===== config.mk =====
export PLATFORM = sky130hd
export DESIGN_NAME = lfsr_wide_rng_flat
export DESIGN_NICKNAME = d
export VERILOG_FILES = /design/src/rtl/rng_pkg.sv /design/src/rtl/lfsr_wide_rng_if.sv /design/src/rtl/lfsr_step.sv /design/src/rtl/lfsr_wide_rng.sv /design/src/flat_wrapper.sv
export SDC_FILE = /design/constraint.sdc
export NUM_CORES = 1
export LEC_CHECK = 0
export CAP_MARGIN = 20
export CORE_MARGIN = 2
export CORE_UTILIZATION = 47
export DETAILED_ROUTE_END_ITERATION = 12
export GPL_TIMING_DRIVEN = 0
export PLACE_DENSITY = 0.79
export SLEW_MARGIN = 20
export SYNTH_ARGS = -nofsm -noshare
export SYNTH_HDL_FRONTEND = slang
export SYNTH_SLANG_ARGS = --single-unit

===== constraint.sdc =====
create_clock -name clk -period 2 [get_ports clk]
set_clock_uncertainty 0.15 [all_clocks]
set_input_delay 0.5 -clock clk [delete_from_list [all_inputs] [get_ports clk]]
set_output_delay 0.5 -clock clk [all_outputs]
set_load 0.03 [all_outputs]

===== src/rtl/rng_pkg.sv =====
// Shared constants, default tap masks and FSM state type for the wide LFSR generator.
package rng_pkg;

   localparam int unsigned MODE_GALOIS    = 0;
   localparam int unsigned MODE_FIBONACCI = 1;

   // Right-shift Galois tap masks of maximal-length polynomials.
   localparam logic [7:0]  TAPS_8  = 8'hB8;
   localparam logic [15:0] TAPS_16 = 16'hB400;
   localparam logic [31:0] TAPS_32 = 32'h8020_0003;
   localparam logic [63:0] TAPS_64 = 64'hD800_0000_0000_0000;

   localparam logic [63:0] DEFAULT_SEED = 64'h0000_0000_D4A5_6AAD;

   typedef enum logic {StFill, StHold} rng_state_e;

   function automatic logic [63:0] default_taps(int unsigned width);
      case (width)
         8:       return 64'(TAPS_8);
         16:      return 64'(TAPS_16);
         64:      return TAPS_64;
         default: return 64'(TAPS_32);
      endcase
   endfunction

endpackage


===== src/rtl/lfsr_wide_rng_if.sv =====
// Valid/ready delivery channel for wide random words.
interface lfsr_wide_rng_if #(
   parameter int unsigned WIDTH = 32,
   parameter int unsigned WORDS = 4
);
   logic [WIDTH*WORDS-1:0] rng_out;
   logic                   rng_valid;
   logic                   rng_ready;

   modport master (output rng_out, output rng_valid, input rng_ready);
   modport slave  (input rng_out, input rng_valid, output rng_ready);
endinterface


===== src/rtl/lfsr_step.sv =====
// Combinational LFSR next-state function, Galois (right shift) or Fibonacci (left shift).
module lfsr_step import rng_pkg::*; #(
   parameter int unsigned      WIDTH = 32,
   parameter logic [WIDTH-1:0] TAPS  = WIDTH'(TAPS_32),
   parameter int unsigned      MODE  = MODE_GALOIS
) (
   input  logic [WIDTH-1:0] cur,
   output logic [WIDTH-1:0] nxt
);

   if (MODE == MODE_FIBONACCI) begin : g_fib
      assign nxt = {cur[WIDTH-2:0], ^(cur & TAPS)};
   end else begin : g_galois
      assign nxt = (cur >> 1) ^ (cur[0] ? TAPS : '0);
   end

endmodule


===== src/rtl/lfsr_wide_rng.sv =====
// Wide random-word generator: concatenates WORDS successive LFSR states per output word
// and hands each word to the consumer over a valid/ready channel.
module lfsr_wide_rng import rng_pkg::*; #(
   parameter int unsigned      WIDTH = 32,
   parameter logic [WIDTH-1:0] TAPS  = WIDTH'(default_taps(WIDTH)),
   parameter int unsigned      MODE  = MODE_GALOIS,
   parameter int unsigned      WORDS = 4,
   parameter logic [WIDTH-1:0] SEED  = WIDTH'(DEFAULT_SEED)
) (
   input  logic             clk,
   input  logic             rst,
   input  logic             en,
   input  logic             seed_load,
   input  logic [WIDTH-1:0] seed_in,
   lfsr_wide_rng_if.master  rng
);

   localparam int unsigned     AccW    = WIDTH * WORDS;
   localparam int unsigned     CntW    = $clog2(WORDS + 1);
   localparam logic [CntW-1:0] CntLast = CntW'(WORDS);

   if (SEED == '0) begin : g_chk_seed
      $error("lfsr_wide_rng: SEED must be non-zero");
   end
   if (MODE == MODE_GALOIS && !TAPS[WIDTH-1]) begin : g_chk_taps
      $error("lfsr_wide_rng: Galois TAPS must have its top bit set");
   end
   if (WORDS < 1 || WORDS > 64) begin : g_chk_words
      $error("lfsr_wide_rng: WORDS out of range");
   end
   if (WIDTH < 8 || WIDTH > 64) begin : g_chk_width
      $error("lfsr_wide_rng: WIDTH out of range");
   end

   logic [WIDTH-1:0] lfsr_q, lfsr_d, lfsr_n;
   logic [AccW-1:0]  acc_q, acc_d;
   logic [CntW-1:0]  cnt_q, cnt_d;
   rng_state_e       state_q, state_d;
   logic             step;

   lfsr_step #(
      .WIDTH (WIDTH),
      .TAPS  (TAPS),
      .MODE  (MODE)
   ) u_step (
      .cur (lfsr_q),
      .nxt (lfsr_n)
   );

   always_ff @(posedge clk) begin
      if (rst) state_q <= StFill;
      else     state_q <= state_d;
   end

   always_ff @(posedge clk) begin
      if (rst) begin
         lfsr_q <= SEED;
         acc_q  <= '0;
         cnt_q  <= '0;
      end else begin
         lfsr_q <= lfsr_d;
         acc_q  <= acc_d;
         cnt_q  <= cnt_d;
      end
   end

   // A handshake edge with en high is also the first step of the next fill.
   assign step = en && (state_q == StFill || rng.rng_ready);

   always_comb begin
      state_d = state_q;
      lfsr_d  = lfsr_q;
      acc_d   = acc_q;
      cnt_d   = cnt_q;
      if (seed_load) begin
         lfsr_d  = (seed_in == '0) ? SEED : seed_in;
         acc_d   = '0;
         cnt_d   = '0;
         state_d = StFill;
      end else begin
         if (state_q == StHold && rng.rng_ready) state_d = StFill;
         if (step) begin
            lfsr_d = lfsr_n;
            acc_d  = AccW'({acc_q, lfsr_n});
            if (cnt_q == CntLast - 1'b1) begin
               cnt_d   = '0;
               state_d = StHold;
            end else begin
               cnt_d = cnt_q + 1'b1;
            end
         end
      end
   end

   always_comb begin
      rng.rng_valid = (state_q == StHold);
      rng.rng_out   = acc_q;
   end

endmodule


===== src/flat_wrapper.sv =====
// flat-port wrapper written by rule: the top's interface ports become plain ports
module lfsr_wide_rng_flat import rng_pkg::*;
#(
   parameter int unsigned      WIDTH = 32,
   parameter logic [WIDTH-1:0] TAPS  = WIDTH'(default_taps(WIDTH)),
   parameter int unsigned      MODE  = MODE_GALOIS,
   parameter int unsigned      WORDS = 4,
   parameter logic [WIDTH-1:0] SEED  = WIDTH'(DEFAULT_SEED)
)
  (clk, rst, en, seed_load, seed_in, rng_rng_out, rng_rng_valid, rng_rng_ready);
  lfsr_wide_rng_if #(.WIDTH(WIDTH), .WORDS(WORDS)) rng_i ();
  input  logic clk;
  input  logic rst;
  input  logic en;
  input  logic seed_load;
  input  logic [WIDTH-1:0] seed_in;
  output wire logic [$bits(rng_i.rng_out)-1:0] rng_rng_out;
  output wire logic [$bits(rng_i.rng_valid)-1:0] rng_rng_valid;
  input wire logic [$bits(rng_i.rng_ready)-1:0] rng_rng_ready;
  assign rng_rng_out = rng_i.rng_out;
  assign rng_rng_valid = rng_i.rng_valid;
  assign rng_i.rng_ready = rng_rng_ready;
  lfsr_wide_rng #(.WIDTH(WIDTH), .TAPS(TAPS), .MODE(MODE), .WORDS(WORDS), .SEED(SEED)) u_core (.clk(clk), .rst(rst), .en(en), .seed_load(seed_load), .seed_in(seed_in), .rng(rng_i));
endmodule

==> results by group <==
Pwr
  – VDD IR max: 0.0005852 V
  – Seq pwr share: 43.3%
  – Pwr/cell area: 942.0 nW/um^2
  – Internal power: 6117 uW
  – Clk pwr share: 49.0%
  – Logic pwr share: 7.8%
  – Switching share of power: 22.34%
  – Switching pwr: 1759 uW
  – LEAKAGE: 0.003567 uW

Floorplanning
  – Initial core utilization: 48.47%
  – I/O pins: 166
  – Area of the core: 12,110 sq um
  – Die Footprint: 13,400 sq um
  – Die Y-Extent: 115.8 um
  – Row count: 40
  – Die width: 115.8 um

Worst hold path
  – Min-delay worst type: reg -> reg

Worst setup path
  – Worst Path Arrival: 1.29 ns
  – Max FO, Critical Path: 3
  – Worst path top cell family by delay: flip-flops
  – Critical path type: reg -> out
  – Worst path cell trace: dlygate4sd2_1
  – CP Data Required Time: 1.35 ns
  – Buf+Inv Stages, Crit Path: 1
  – CP startpoint kind: flop
  – Slowest stage delay, CP: 0.44 ns
  – Worst path slowest cell: dfxtp_1
  – Worst Setup End Kind: output port

Logic synthesis
  – XOR/XNOR Fraction of Synth Area: 0.4476%
  – Fraction of registers with async set/reset: 0%
  – Synth warnings: 0
  – EDFF count, synth: 0
  – Syn Inst Count: 721
  – Adder-Cell Fraction of Synth Area: 0.2131%
  – Number of synthesized register bits: 164
  – Synth Area in Compound Gates: 17.95%
  – Number of distinct library cells after synthesis: 30
  – Post-synthesis mux area share: 0%
  – Synthesized Nets: 759
  – Post-synthesis sequential area ratio: 55.92%
  – Largest family of logic cells by synthesized area: simple AND/OR/NAND/NOR gates
  – Syn_area_per_cell: 8.142 sq um
  – Post-Synth Simple-Gate Area: 20.78%
  – Synth Cell Area: 5871 sq um
  – Main synth FF type: dfxtp_1

Status
  – Status: finished clean

Global route
  – Total GRT Usage: 26.98%
  – Initial antenna violation count: 0
  – First-pass GRT wire length: 27.67 mm
  – Largest net degree at the start of global routing: 17
  – GRT overflow: 0
  – Number of global-route vias before repair: 5,310

Finish
  – P&R area growth vs syn: 42.41%
  – FILL cells: 1,070
  – Nets: 944
  – Most frequent cells in the layout: nand2_1 (273), dfxtp_1 (164), a21oi_1 (152)
  – Fraction of layout cells with a size suffix above 1: 9.249%
  – Commonest non-fill, non-tap cell in the layout: nand2_1
  – N_diodes: 0
  – Non-filler cells in the finished layout: 1,087

Place
  – Buffers added on ports: 165
  – Dpl hpwl: 12.89 mm
  – Placed Instances: 1,054
  – Routability cong.: 0.9465

Clock tree
  – CTS tree: done
  – CTS Buf Count: 17
  – CTS root buf: clkbuf_16
  – H-tree depth: 4
  – CTS Buffer Depth: 2
  – Worst-Skew Late Latency: 0.42 ns
  – Clock-pin slew on the worst setup and hold paths: 0.06 ns
  – CTS Sinks: 164

STA
  – Final period util: 97.12%
  – Tightest Pin Transition: 0.5999 ns
  – Final hold viol count: 0
  – Min Hold Slack: 0.2807 ns
  – Slew HR: 60.01%
  – Fmax: 514.9 MHz
  – Setup Viol. Count Final: 0
  – Max Slew Vio Count: 0
  – Period minus WS final: 1.942 ns

Drt
  – DR WL/cell: 16.52 um
  – Total iterations of the first detailed-routing run: 6
  – Final Routed Wirelength: 17.96 mm
  – # DRC: 0
  – DR vias: 5,766
  – ANT nets after route: 0
  – Vias/cell: 5.305
  – 1st-iter DRT viols: 483

Flow run
  – Number of max-cap violations: 0
[registers in the layout, summed over array words and instances, names as in the netlist]
name                  count
u_core.cnt_q              3
u_core.lfsr_q            32
u_core.rng.rng_out      128
u_core.rng.rng_valid      1
[layer usage]
layer,global-route usage (%),share of wire (%)
met1,34.59,42
met3,4.916,7.4
met4,11.67,3.5
met5,0,0
met2,44.83,47
[worst min-delay path, cell delays in order, from the launching register on]
cell and delay, ns:
dfxtp_1 0.31, inv_1 0.05, a211oi_1 0.03
[power groups by stage]
stage | Sequential (uW) | Clock, uW | Combinational [uW]
final | 3410 | 3860 | 611
after global routing | 3410 | 4020 | 659
after CTS | 3410 | 3860 | 593
after detailed placement | 3480 | 0 | 605
after global placement | 3480 | 0 | 599
after floorplan | 3530 | 0 | 283
[path summary, 6_finish.rpt]
check	from	end	slack (ns)	cells after the start
worst min-delay path	u_core.cnt_q[2]	u_core.cnt_q[2]	0.28	2
worst max-delay path	u_core.rng.rng_out[25]	rng_rng_out[25]	0.06	1
worst min register to register	u_core.cnt_q[2]	u_core.cnt_q[2]	0.28	2
worst max register to register	u_core.rng.rng_valid	u_core.rng.rng_out[44]	0.37	6
[cells by family (layout without fill, tap and decap cells)]
logic type,after synthesis,count (layout)
adder cells (fa/ha/maj),1,1
AND/OR/NAND/NOR,311,311
buffers and inverters,57,255
AO/OA/AOI/OAI,185,185
XOR/XNOR,3,3
flip-flops,164,164
[synthesized netlist by cell type (2+ instances only)]
| master | count | share of area, % |
|---|---|---|
| or3_1 | 2 | 0.21 |
| a311oi_1 | 14 | 2.1 |
| xor2_1 | 2 | 0.30 |
| dfxtp_1 | 164 | 56 |
| clkbuf_1 | 25 | 1.6 |
| nor2_1 | 16 | 1.0 |
| nor4_1 | 8 | 0.85 |
| nand4_1 | 2 | 0.21 |
| nand2_1 | 273 | 17 |
| buf_2 | 18 | 1.5 |
| a21oi_1 | 152 | 13 |
| a2bb2oi_1 | 15 | 2.2 |
| inv_1 | 2 | 0.13 |
| buf_1 | 2 | 0.13 |
| buf_4 | 8 | 1.0 |
| a22oi_1 | 2 | 0.26 |
| nor3_1 | 3 | 0.26 |
[layout make-up]
cell class | instances | area [sq um] | area share (%)
Buffer | 55 | 329.1 | 3.936
Clock buffer | 20 | 456.7 | 5.462
Clock inverter | 12 | 249.0 | 2.978
Inverter | 2 | 7.507 | 0.08979
Multi-Input combinational cell | 500 | 2327 | 27.84
Sequential cell | 164 | 3283 | 39.27
Tap cell | 168 | 210.2 | 2.514
Timing Repair Buffer | 166 | 1498 | 17.91
[metrics by stage]
step	power (uW)	TNS, ns	setup slack, ns	instance area (sq um)	utilization (%)
2_1_floorplan	3809	0	0.3057	5871	-
3_3_place_gp	4075	-83.13	-0.7147	7732	63.84
3_5_place_dp	4084	-83.79	-0.6878	7732	63.84
4_1_cts	7865	0	0.01059	8305	68.57
5_1_grt	8093	-0.005861	-0.005861	8361	69.03
6_report	7876	0	0.05769	8361	69.03
[timing repair]
action | in CTS | in global routing
hold buffers | 0 | 0
gates resized for setup | 138 | 40
endpoints found under the setup margin | 270 | 158
buffers inserted | 1 | 0
pin swaps | 1 | 0
No activity file was read; power rests on OpenSTA's default activity.
